===== config.mk =====
export PLATFORM = sky130hd
export DESIGN_NAME = seq_param_deser
export DESIGN_NICKNAME = d
export VERILOG_FILES = /design/src/rtl/seq_param_deser.sv
export SDC_FILE = /design/constraint.sdc
export NUM_CORES = 1
export LEC_CHECK = 0
export CELL_PAD_IN_SITES_DETAIL_PLACEMENT = 2
export CELL_PAD_IN_SITES_GLOBAL_PLACEMENT = 2
export CORE_UTILIZATION = 31
export DETAILED_ROUTE_END_ITERATION = 10
export PLACE_DENSITY_LB_ADDON = 0.1
export SLEW_MARGIN = 10
export SYNTH_ARGS = -nofsm -noshare
export SYNTH_HDL_FRONTEND = slang
export SYNTH_SLANG_ARGS = --single-unit

===== constraint.sdc =====
create_clock -name clk -period 4.3 [get_ports clk]
set_clock_uncertainty 0.1 [all_clocks]
set_input_delay 0.645 -clock clk [delete_from_list [all_inputs] [get_ports clk]]
set_output_delay 0.645 -clock clk [all_outputs]
set_load 0.1 [all_outputs]

===== src/rtl/seq_param_deser.sv =====
// seq_param_deser
//   Serial-to-parallel deserializer. Collects nbits serial bits (LSB first)
//   into a word and presents it downstream with a val/rdy handshake.
//   The held word can be handed off in the same cycle that the first bit of
//   the next word is accepted, so back-to-back words have no bubble.
//
// Ports
//   clk      rising-edge clock
//   reset    synchronous, active-high reset
//   in_      serial data bit
//   in_val   in_ is valid this cycle
//   in_rdy   deserializer can accept in_ this cycle
//   out      assembled word; bit 0 is the first bit received
//   out_val  out holds a complete word
//   out_rdy  consumer accepts out this cycle
//
// State table
//   COLLECT | shifting bits into the word; cnt is the next bit position
//   HOLD    | complete word presented on out, waiting for out_rdy
module seq_param_deser #(
  parameter int nbits = 8
) (
  input  logic             clk,
  input  logic             reset,
  input  logic             in_,
  input  logic             in_val,
  output logic             in_rdy,
  output logic [nbits-1:0] out,
  output logic             out_val,
  input  logic             out_rdy
);

  localparam int CW = (nbits > 1) ? $clog2(nbits) : 1;

  typedef enum logic {
    COLLECT = 1'b0,
    HOLD    = 1'b1
  } state_t;

  state_t           state_q, state_d;
  logic [CW-1:0]    cnt_q, cnt_d;
  logic [nbits-1:0] word_q, word_d;

  logic xi;
  logic xo;

  assign out     = word_q;
  assign out_val = (state_q == HOLD);
  // out_rdy -> in_rdy is combinational: a held word leaving frees the slot.
  assign in_rdy  = (state_q == COLLECT) | ((state_q == HOLD) & out_rdy);

  assign xi = in_val & in_rdy;
  assign xo = out_val & out_rdy;

  always_ff @(posedge clk) begin
    if (reset) begin
      state_q <= COLLECT;
      cnt_q   <= '0;
      word_q  <= '0;
    end else begin
      state_q <= state_d;
      cnt_q   <= cnt_d;
      word_q  <= word_d;
    end
  end

  always_comb begin
    state_d = state_q;
    cnt_d   = cnt_q;
    word_d  = word_q;

    unique case (state_q)
      COLLECT: begin
        if (xi) begin
          if (cnt_q == '0) begin
            // First bit of a word clears any stale upper bits.
            word_d    = '0;
            word_d[0] = in_;
          end else begin
            for (int i = 1; i < nbits; i++) begin
              if (cnt_q == CW'(i)) word_d[i] = in_;
            end
          end
          if (cnt_q == CW'(nbits - 1)) begin
            state_d = HOLD;
            cnt_d   = '0;
          end else begin
            cnt_d = cnt_q + CW'(1);
          end
        end
      end

      HOLD: begin
        if (xo) begin
          if (xi) begin
            // Hand-off and first bit of the next word in the same cycle.
            word_d    = '0;
            word_d[0] = in_;
            if (nbits > 1) begin
              state_d = COLLECT;
              cnt_d   = CW'(1);
            end else begin
              state_d = HOLD;
              cnt_d   = '0;
            end
          end else begin
            state_d = COLLECT;
            cnt_d   = '0;
          end
        end
      end

      default: begin
        state_d = COLLECT;
        cnt_d   = '0;
      end
    endcase
  end

endmodule


Word-level counts from Yosys, hierarchy flattened
Index checks and enable logic that the tools add are counted.
- register bits after elaboration: 12
- bits of input ports: 5
- output and inout port bits: 10
- logic and storage cells: 65
- $add $sub $neg: 1
- eq/ne operators: 18
- mux-type cells: 22
- bitwise gates (word level): 4
- reductions and logical operators: 10
- operators with widths (operator ; number):
    $reduce_and A4 Y1 ; 8
    $mux W8 ; 3
    $ne A3 B1 Y1 const B ; 7
    $pmux W8 S2 ; 1
    $eq A3 B3 Y1 const B ; 4
    $mux W1 ; 12
    $mux W3 ; 3
    $mux W7 ; 1
    $eq A3 B2 Y1 const B ; 2
    $ne A2 B1 Y1 const B ; 3
    $pmux W3 S2 ; 1
    $add A3 B1 Y3 const B ; 1
    $eq A3 B1 Y1 const B ; 1
    $logic_not A3 Y1 ; 1
    $and A1 B1 Y1 ; 2
    $ne A2 B2 Y1 const B ; 1
    $pmux W1 S2 ; 1
    $reduce_and A2 Y1 ; 1
    $not A1 Y1 ; 1
    $or A1 B1 Y1 ; 1

Depth between registers and ports, before layout
Gate-level depths: netlist of run 1.
- depth in word-level cells: 6
- depth in mapped cells: 6
- gate-level depth less buffers: 6

Worst setup path after synthesis of run 1
OpenSTA, ideal clock, no wires.
- kind: reg-to-output
- start point: register state_q, in the netlist out_val
- end point: output port in_rdy
- data arrival time: 1485 ps
- required time: 3555 ps
- setup slack: 2070 ps
- cell stages (with the launch flop): 4
- cell sequence: dfxtp_1 buf_6 nand2b_1 buf_4
- cells in the longest elaborated chain, start to end: 2
- RTL lines (item ; line ; text):
    start, declared ; 40 ; state_t state_q, state_d;
    start signal, assigned ; 61 ; state_q <= state_d;
    $and A1 B1 Y1 / $not A1 Y1 (equally long branches) ; n/a ;
    $or A1 B1 Y1 (*) ; 50 ; assign in_rdy = (state_q == COLLECT) | ((state_q == HOLD) & out_rdy);
    end, declared ; 27 ; output logic in_rdy,
Every way passes the cells marked *; elsewhere a longest branch is shown, timed or not.

Worst setup path after layout of run 1
- start point: register state_q, in the netlist out_val
- end point: output port out_val
- RTL lines (item ; line ; text):
    end, declared ; 29 ; output logic out_val,
No word-level cell between the ends.

==> results.sh, run 1 <==
export IMPL_place_area_um2=825
export IMPL_powerDensity_nw_per_um2=286
export IMPL_maxCapViolCount=0
export IMPL_drt_initial_drc_count=4
export IMPL_syn2layout_area_growth_pct=24.4
export IMPL_root_buffer="clkbuf_4"
export IMPL_routed_via_density=4.96
export IMPL_holdPathStages=2
export IMPL_fin_crit_ns=2.87
export IMPL_ys_seq_area_share_pct=35.3
export IMPL_r2r_cells=6
export IMPL_grt_max_degree=12
export IMPL_core_area_um2=2020
export IMPL_crit_type="flop to output port"
export IMPL_fill_cells=229
export IMPL_wl_per_cell_um=14.4
export IMPL_synth_avg_cell_area_um2=9.32
export IMPL_post_cts_resize_count=0
export IMPL_seq_area_um2=240
export IMPL_track_usage_pct=15.9
export IMPL_syn_nets=84
export IMPL_cp_cell_sequence="clkdlybuf4s50_1"
export IMPL_cts_sinks=12
export IMPL_cts_max_level=1
export IMPL_die_area_um2=2390
export IMPL_fmax_ghz=0.349
export IMPL_port_buffers=14
export IMPL_drive_gt1_share_pct=16.3
export IMPL_yosys_cell_types_count=28
export IMPL_rsz0062_at_grt="false"
export IMPL_path_delay_family="buffers and inverters"
export IMPL_vias=561
export IMPL_antenna_found_initial=0
export IMPL_wl_um=1630
export IMPL_diodes=0
export IMPL_critPathBufInv=1
export IMPL_worstSkewPairLatency_ns=0.28
export IMPL_clk_pin_slew_ns=0.07
export IMPL_globalRouteOverflowTotal=0
export IMPL_yosysWarnings=0
export IMPL_syn_cell_area_um2=681
export IMPL_end_kind="output port"
export IMPL_numCtsBuffers=3
export IMPL_layout_cells_most_common_list="13 x clkdlybuf4s50_1, 12 x dfxtp_1, 6 x nor2_1, 6 x ha_1, 5 x nand2_1"
export IMPL_ys_ff_latch=12
export IMPL_synthCells=73
export IMPL_worstPathMaxFanout=11
export IMPL_final_common_cell="clkdlybuf4s50_1"
export IMPL_slew_limit_headroom_pct=34.9
export IMPL_num_rows=16
export IMPL_critPathLaunchType="flop"
export IMPL_setup_viol=0
export IMPL_crit_required_ns=3.56
export IMPL_final_setup_tns_ns=0
export IMPL_period_share_pct=66.7
export IMPL_total_leakage_power_nw=0.334
export IMPL_cts_setup_buffers=0
export IMPL_slowest_delay_ns=1.23
export IMPL_worstMarginPinSlew_ns=0.974
export IMPL_initial_core_util_pct=33.7
export IMPL_hpwl_um=1310
export IMPL_hold_class="flop to flop"
export IMPL_outcome="completed"
export IMPL_finalHoldViolations=0
export IMPL_cts_path_max_buffers=2
export IMPL_drc=0
export IMPL_ant_nets=0
export IMPL_die_w_um=48.9
export IMPL_cp_depth=1
export IMPL_num_io_pins=15
export IMPL_ir_drop_v=0.000125
export IMPL_final_area_um2=847
export IMPL_grt_pass1_vias=615
export IMPL_ctsHoldBuffers=0
export IMPL_cp_slowest_cell="clkdlybuf4s50_1"
export IMPL_cts_tree="built"
export IMPL_grt_pass1_wl_um=2830
export IMPL_nets=99
export IMPL_drv_slew=0
export IMPL_multi_input_area_um2=398
export IMPL_cp_data_arrival_time_ns=2.12
export IMPL_gp_congestion=0.810
export IMPL_die_height_um=48.9
export IMPL_rrSetupSlack_ns=2.59
export IMPL_dr_pass1_iters=4
==> final cells by class <==
type,instances,area share (%)
multi-input combinational,53,47.0
sequential,12,28.4
timing repair buffer,14,16.2
clock buffer,3,2.66
inverter,4,1.77
tap,27,3.99
==> synthesized netlist by cell type (all sizes together) <==
library cell | count | area [µm²]
dfxtp | 12 | 240
ha | 6 | 75.1
nor2 | 6 | 22.5
nand2 | 5 | 18.8
nand2b | 5 | 33.8
o21ai | 5 | 28.8
inv | 4 | 15.0
mux2i | 4 | 40.0
a22oi | 3 | 36.3
buf | 3 | 23.8
nor3 | 3 | 15.0
o22ai | 3 | 18.8
a21oi | 2 | 10.0
and2 | 2 | 16.3
nand3 | 2 | 10.0
nor2b | 2 | 17.5
clkbuf | 1 | 3.75
nand3b | 1 | 7.51
nand4 | 1 | 6.26
nor3b | 1 | 12.5
o211ai | 1 | 12.5
o311ai | 1 | 16.3
==> state kept, by name, summed over array words and instances (netlist names) <==
name,flops
out,8
cnt_q,3
out_val,1
==> routing by layer <==
layer | share of wire [%] | global-route usage, %
met5 | 0 | 0
met1 | 45 | 17.8
met2 | 49 | 27.5
met3 | 4.2 | 6.54
met4 | 1.2 | 4.41
==> kinds of logic after synthesis <==
group / count (synthesis) / share of synthesized area (%)
AO/OA/AOI/OAI: 15 / 18.0
adder cells (fa/ha/maj): 6 / 11.0
buffers and inverters: 8 / 6.25
flip-flops: 12 / 35.3
multiplexers: 4 / 5.88
AND/OR/NAND/NOR: 28 / 23.5
==> power by group <==
part / total, mW / switching (mW) / leakage (nW) / internal (mW)
sequential: 0.118 / 0.00311 / 0.0974 / 0.115
clock: 0.0686 / 0.0361 / 0.0138 / 0.0325
combinational: 0.0557 / 0.0356 / 0.223 / 0.0201
total: 0.242 / 0.0748 / 0.334 / 0.167
==> final timing paths <==
path	endpoint	start
hold / removal	out[5]	out[5]
setup / recovery	out_val	out_val
hold reg to reg	out[5]	out[5]
setup reg to reg	out[5]	cnt_q[0]
==> worst min-delay path: stages (launching register included) <==
cell,delay [ns]
dfxtp_1,0.31
nand2_1,0.05
o22ai_1,0.06
==> metrics by stage <==
stage | utilization (%) | cells | power, mW | hold WS [ns] | worst slack (ns)
after global placement | 40.8 | 110 | 0.177 | 0.360 | 1.77
after detailed placement | 40.8 | 110 | 0.177 | 0.370 | 1.74
final | 41.9 | 113 | 0.242 | 0.373 | 1.43
after floorplan | - | 73 | 0.162 | 0.383 | 2.07
after global routing | 41.9 | 113 | 0.258 | 0.394 | 1.36
after CTS | 41.9 | 113 | 0.248 | 0.380 | 1.42
Note: power is estimated with default switching activity, not from simulation.
==> run 2: changes to the inputs <==
Settings changed: CORE_UTILIZATION 31 to 29.
Clock period 4.3 ns to 2.9 ns, I/O delays scaled along.
==> results.sh, run 2 (synthesized netlist as in run 1, its figures left out) <==
export IMPL_largest_reg_flops=8
export IMPL_num_rows=17
export IMPL_p_seq_share_pct=43.9
export IMPL_p_clk_share_pct=35.4
export IMPL_hpwl_um=1300
export IMPL_vias=563
export IMPL_cts_max_level=1
export IMPL_use_met1_pct=19.2
export IMPL_cts_sinks=12
export IMPL_grt_max_degree=12
export IMPL_worstSkewPairLatency_ns=0.28
export IMPL_diodes=0
export IMPL_drive_gt1_share_pct=27.6
export IMPL_outcome="completed"
export IMPL_rsz0062_at_grt="false"
export IMPL_p_sw_uw=123
export IMPL_cts_setup_buffers=0
export IMPL_wl_um=1760
export IMPL_die_w_um=50.4
export IMPL_syn2layout_area_growth_pct=25.2
export IMPL_layout_cells_most_common_list="12 x dfxtp_1, 9 x buf_4, 6 x nor2_1, 6 x ha_1, 5 x nand2_1"
export IMPL_grt_pass1_wl_um=2770
export IMPL_dr_pass1_iters=2
export IMPL_port_buffers=14
export IMPL_period_share_pct=72.2
export IMPL_gp_congestion=0.787
export IMPL_final_setup_tns_ns=0
export IMPL_num_io_pins=15
export IMPL_drt_initial_drc_count=4
export IMPL_fmax_ghz=0.478
export IMPL_place_ws_ns=0.750
export IMPL_hold_class="flop to flop"
export IMPL_root_buffer="clkbuf_4"
export IMPL_setup_viol=0
export IMPL_cp_data_arrival_time_ns=1.56
export IMPL_end_kind="output port"
export IMPL_total_leakage_power_nw=0.365
export IMPL_ant_nets=0
export IMPL_crit_required_ns=2.37
export IMPL_use_met3_pct=4.55
export IMPL_globalRouteOverflowTotal=0
export IMPL_track_usage_pct=15.2
export IMPL_maxCapViolCount=0
export IMPL_post_cts_resize_count=0
export IMPL_grt_busiest_layer="met2"
export IMPL_final_common_cell="dfxtp_1"
export IMPL_ctsHoldBuffers=0
export IMPL_drv_slew=0
export IMPL_crit_type="flop to output port"
export IMPL_power_frac_comb_pct=20.7
export IMPL_wl_per_cell_um=15.3
export IMPL_finalHoldViolations=0
export IMPL_fin_ws_ns=0.808
export IMPL_cell_internal_pwr_uw=275
export IMPL_clk_pin_slew_ns=0.09
export IMPL_nets=99
export IMPL_grt_pass1_vias=581
export IMPL_worstPathMaxFanout=11
export IMPL_die_area_um2=2540
export IMPL_worstMarginPinSlew_ns=0.503
export IMPL_grt_util_met2_pct=24.4
export IMPL_ir_drop_v=0.000229
export IMPL_swShare_pct=30.9
export IMPL_powerDensity_nw_per_um2=468
export IMPL_die_height_um=50.4
export IMPL_initial_core_util_pct=30.8
export IMPL_drc=0
export IMPL_fin_crit_ns=2.09
export IMPL_core_area_um2=2210
export IMPL_critPathLaunchType="flop"
export IMPL_cts_tree="built"
export IMPL_cts_path_max_buffers=2
export IMPL_slew_limit_headroom_pct=66.4
export IMPL_antenna_found_initial=0
export IMPL_numCtsBuffers=3
export IMPL_routed_via_density=4.90
run 2: cell count changes in the layout (fill, tap and decap cells not counted), sizes merged:
| cell | previous run | this run |
|---|---|---|
| clkdlybuf4s50 | 13 | 4 |
| clkbuf | 3 | 4 |
| buf | 1 | 10 |
run 2: cell type report:
cell class | instances | area (µm²)
clock buffer | 4 | 36.3
multi-input combinational | 53 | 398
timing repair buffer | 14 | 128
tap | 28 | 35.0
sequential | 12 | 240
inverter | 4 | 15.0
fill | 261 | 1360
run 2: worst max-delay path, cell delays in order (launching register included):
cell and delay [ns]:
dfxtp_1 0.62, nand2b_1 0.37, buf_12 0.28
run 2: power by group through the flow:
stage	Combinational, mW	Clock [mW]	Sequential [mW]
after floorplan	0.0393	0	0.201
after global placement	0.0814	0	0.179
after detailed placement	0.0824	0	0.179
after CTS	0.0836	0.151	0.175
after global routing	0.0881	0.158	0.176
final	0.0825	0.141	0.175
run 2: path summary, 6_finish.rpt:
kind | from | endpoint | slack [ns] | depth (start not counted)
setup / recovery | out_val | in_rdy | 0.81 | 2
hold / removal | out[7] | out[7] | 0.37 | 2
setup reg to reg | cnt_q[0] | out[6] | 1.10 | 6
hold reg to reg | out[7] | out[7] | 0.37 | 2
run 2: layer usage:
metal / vias to the layer above / wire length, µm
met1: 270 / 860
met3: 2 / 49
met2: 10 / 830
met5: - / 0
met4: 0 / 14
li1: 281 / -
run 2: per-stage QoR:
step | util [%] | instance area (µm²) | hold slack [ns] | total power, mW | std cells
after floorplan | - | 681 | 0.383 | 0.240 | 73
after global placement | 36.9 | 816 | 0.362 | 0.260 | 111
after detailed placement | 36.9 | 816 | 0.369 | 0.261 | 111
after CTS | 38.5 | 852 | 0.383 | 0.410 | 115
after global routing | 38.5 | 852 | 0.402 | 0.422 | 115
final | 38.5 | 852 | 0.373 | 0.398 | 115
==> run 3: changes to the inputs <==
Clock period 2.9 ns to 2.02 ns, I/O delays scaled along.
==> results.sh, run 3 (synthesized netlist as in run 1, its figures left out) <==
export IMPL_outcome="completed"
export IMPL_routed_via_density=4.92
export IMPL_end_kind="output port"
export IMPL_utilization_pct=39.8
export IMPL_critPathLaunchType="flop"
export IMPL_drt_initial_drc_count=7
export IMPL_numCtsBuffers=3
export IMPL_seq_area_um2=241
export IMPL_ir_drop_v=0.000394
export IMPL_place_ws_ns=0.189
export IMPL_finalHoldViolations=0
export IMPL_timing_rr_end="out[5]"
export IMPL_power_uw=582
export IMPL_wl_um=1870
export IMPL_fill_cells=256
export IMPL_ant_nets=0
export IMPL_worstHoldStart="out[3]"
export IMPL_root_buffer="clkbuf_4"
export IMPL_largest_reg_flops=8
export IMPL_post_cts_resize_count=0
export IMPL_globalRouteOverflowTotal=0
export IMPL_grt_pass1_wl_um=2990
export IMPL_cts_tree="built"
export IMPL_ctsHoldBuffers=0
export IMPL_wl_per_cell_um=16.0
export IMPL_cts_path_max_buffers=2
export IMPL_final_area_um2=881
export IMPL_layout_cells_most_common_list="11 x dfxtp_1, 10 x buf_4, 6 x nor2_1, 6 x ha_1, 5 x nand2_1"
export IMPL_hold_class="flop to flop"
export IMPL_fmax_ghz=0.555
export IMPL_track_usage_pct=16.7
export IMPL_initial_core_util_pct=30.8
export IMPL_r2r_cells=6
export IMPL_period_share_pct=89.1
export IMPL_vias=576
export IMPL_grt_pass1_vias=610
export IMPL_dr_pass1_iters=4
export IMPL_multi_input_area_um2=398
export IMPL_place_area_um2=845
export IMPL_num_io_pins=15
export IMPL_gp_congestion=0.704
export IMPL_crit_required_ns=1.62
export IMPL_drc=0
export IMPL_crit_type="flop to output port"
export IMPL_num_rows=17
export IMPL_dp_cells=113
export IMPL_cts_max_level=1
export IMPL_cp_data_arrival_time_ns=1.40
export IMPL_die_w_um=50.4
export IMPL_final_cells=117
export IMPL_worstSkewPairLatency_ns=0.28
export IMPL_die_area_um2=2540
export IMPL_setup_viol=0
export IMPL_rsz0062_at_grt="false"
export IMPL_fin_ws_ns=0.219
export IMPL_powerDensity_nw_per_um2=661
export IMPL_die_height_um=50.4
export IMPL_diodes=0
export IMPL_clk_pin_slew_ns=0.09
export IMPL_whs_endpoint="out[3]"
export IMPL_drive_gt1_share_pct=30.3
export IMPL_grt_max_degree=12
export IMPL_crit_path_start="out_val"
export IMPL_final_common_cell="dfxtp_1"
export IMPL_port_buffers=14
export IMPL_drv_slew=0
export IMPL_slew_limit_headroom_pct=70.8
export IMPL_core_area_um2=2210
export IMPL_total_leakage_power_nw=0.378
export IMPL_worstMarginPinSlew_ns=0.438
export IMPL_syn2layout_area_growth_pct=29.4
export IMPL_worstPathMaxFanout=11
export IMPL_fin_crit_ns=1.80
export IMPL_holdPathStages=2
export IMPL_maxCapViolCount=0
export IMPL_fin_hold_ws_ns=0.384
export IMPL_rrSetupSlack_ns=0.27
export IMPL_cts_sinks=12
export IMPL_final_setup_tns_ns=0
export IMPL_r2r_start="cnt_q[0]"
export IMPL_antenna_found_initial=0
export IMPL_cts_setup_buffers=0
export IMPL_nets=101
export IMPL_hpwl_um=1460
-- run 3: cell count changes in the layout (fill, tap and decap cells not counted) --
cell	change
buf_12	+1
buf_4	+1
dfxtp_1	-1
dfxtp_2	+1
-- run 3: layout make-up --
class | instances | share of cell area [%]
multi-input combinational | 53 | 45.2
timing repair buffer | 16 | 17.6
tap | 28 | 3.98
sequential | 12 | 27.4
inverter | 4 | 1.70
clock buffer | 4 | 4.12
-- run 3: per-layer routing --
| metal | track usage (%) | wire, µm | part of all wire, % | up-vias |
|---|---|---|---|---|
| met3 | 4.85 | 63 | 3.4 | 4 |
| met5 | 0 | 0 | 0 | - |
| li1 | - | - | - | 285 |
| met1 | 20.0 | 825 | 44 | 275 |
| met2 | 27.3 | 955 | 51 | 12 |
| met4 | 7.41 | 27 | 1.4 | 0 |
-- run 3: worst max-delay path by stage --
| stage | slack, ns | endpoint | cells after the start |
|---|---|---|---|
| after floorplan | 0.28 | out[4] | 6 |
| after detailed placement | 0.19 | out[6] | 5 |
| final | 0.22 | in_rdy | 2 |
| after CTS | 0.21 | in_rdy | 2 |
| after global placement | 0.25 | in_rdy | 3 |
| after global routing | 0.12 | out[7] | 6 |
-- run 3: power breakdown --
group | switching (mW) | internal [mW] | leakage, nW
registers | 0.00642 | 0.244 | 0.0979
clock network | 0.0977 | 0.110 | 0.0210
logic | 0.0797 | 0.0442 | 0.259
total | 0.184 | 0.398 | 0.378
-- run 3: worst max-delay path, stage by stage, from the launching register on --
cell and delay [ns]:
dfxtp_2 0.52, nand2b_1 0.32, buf_12 0.27
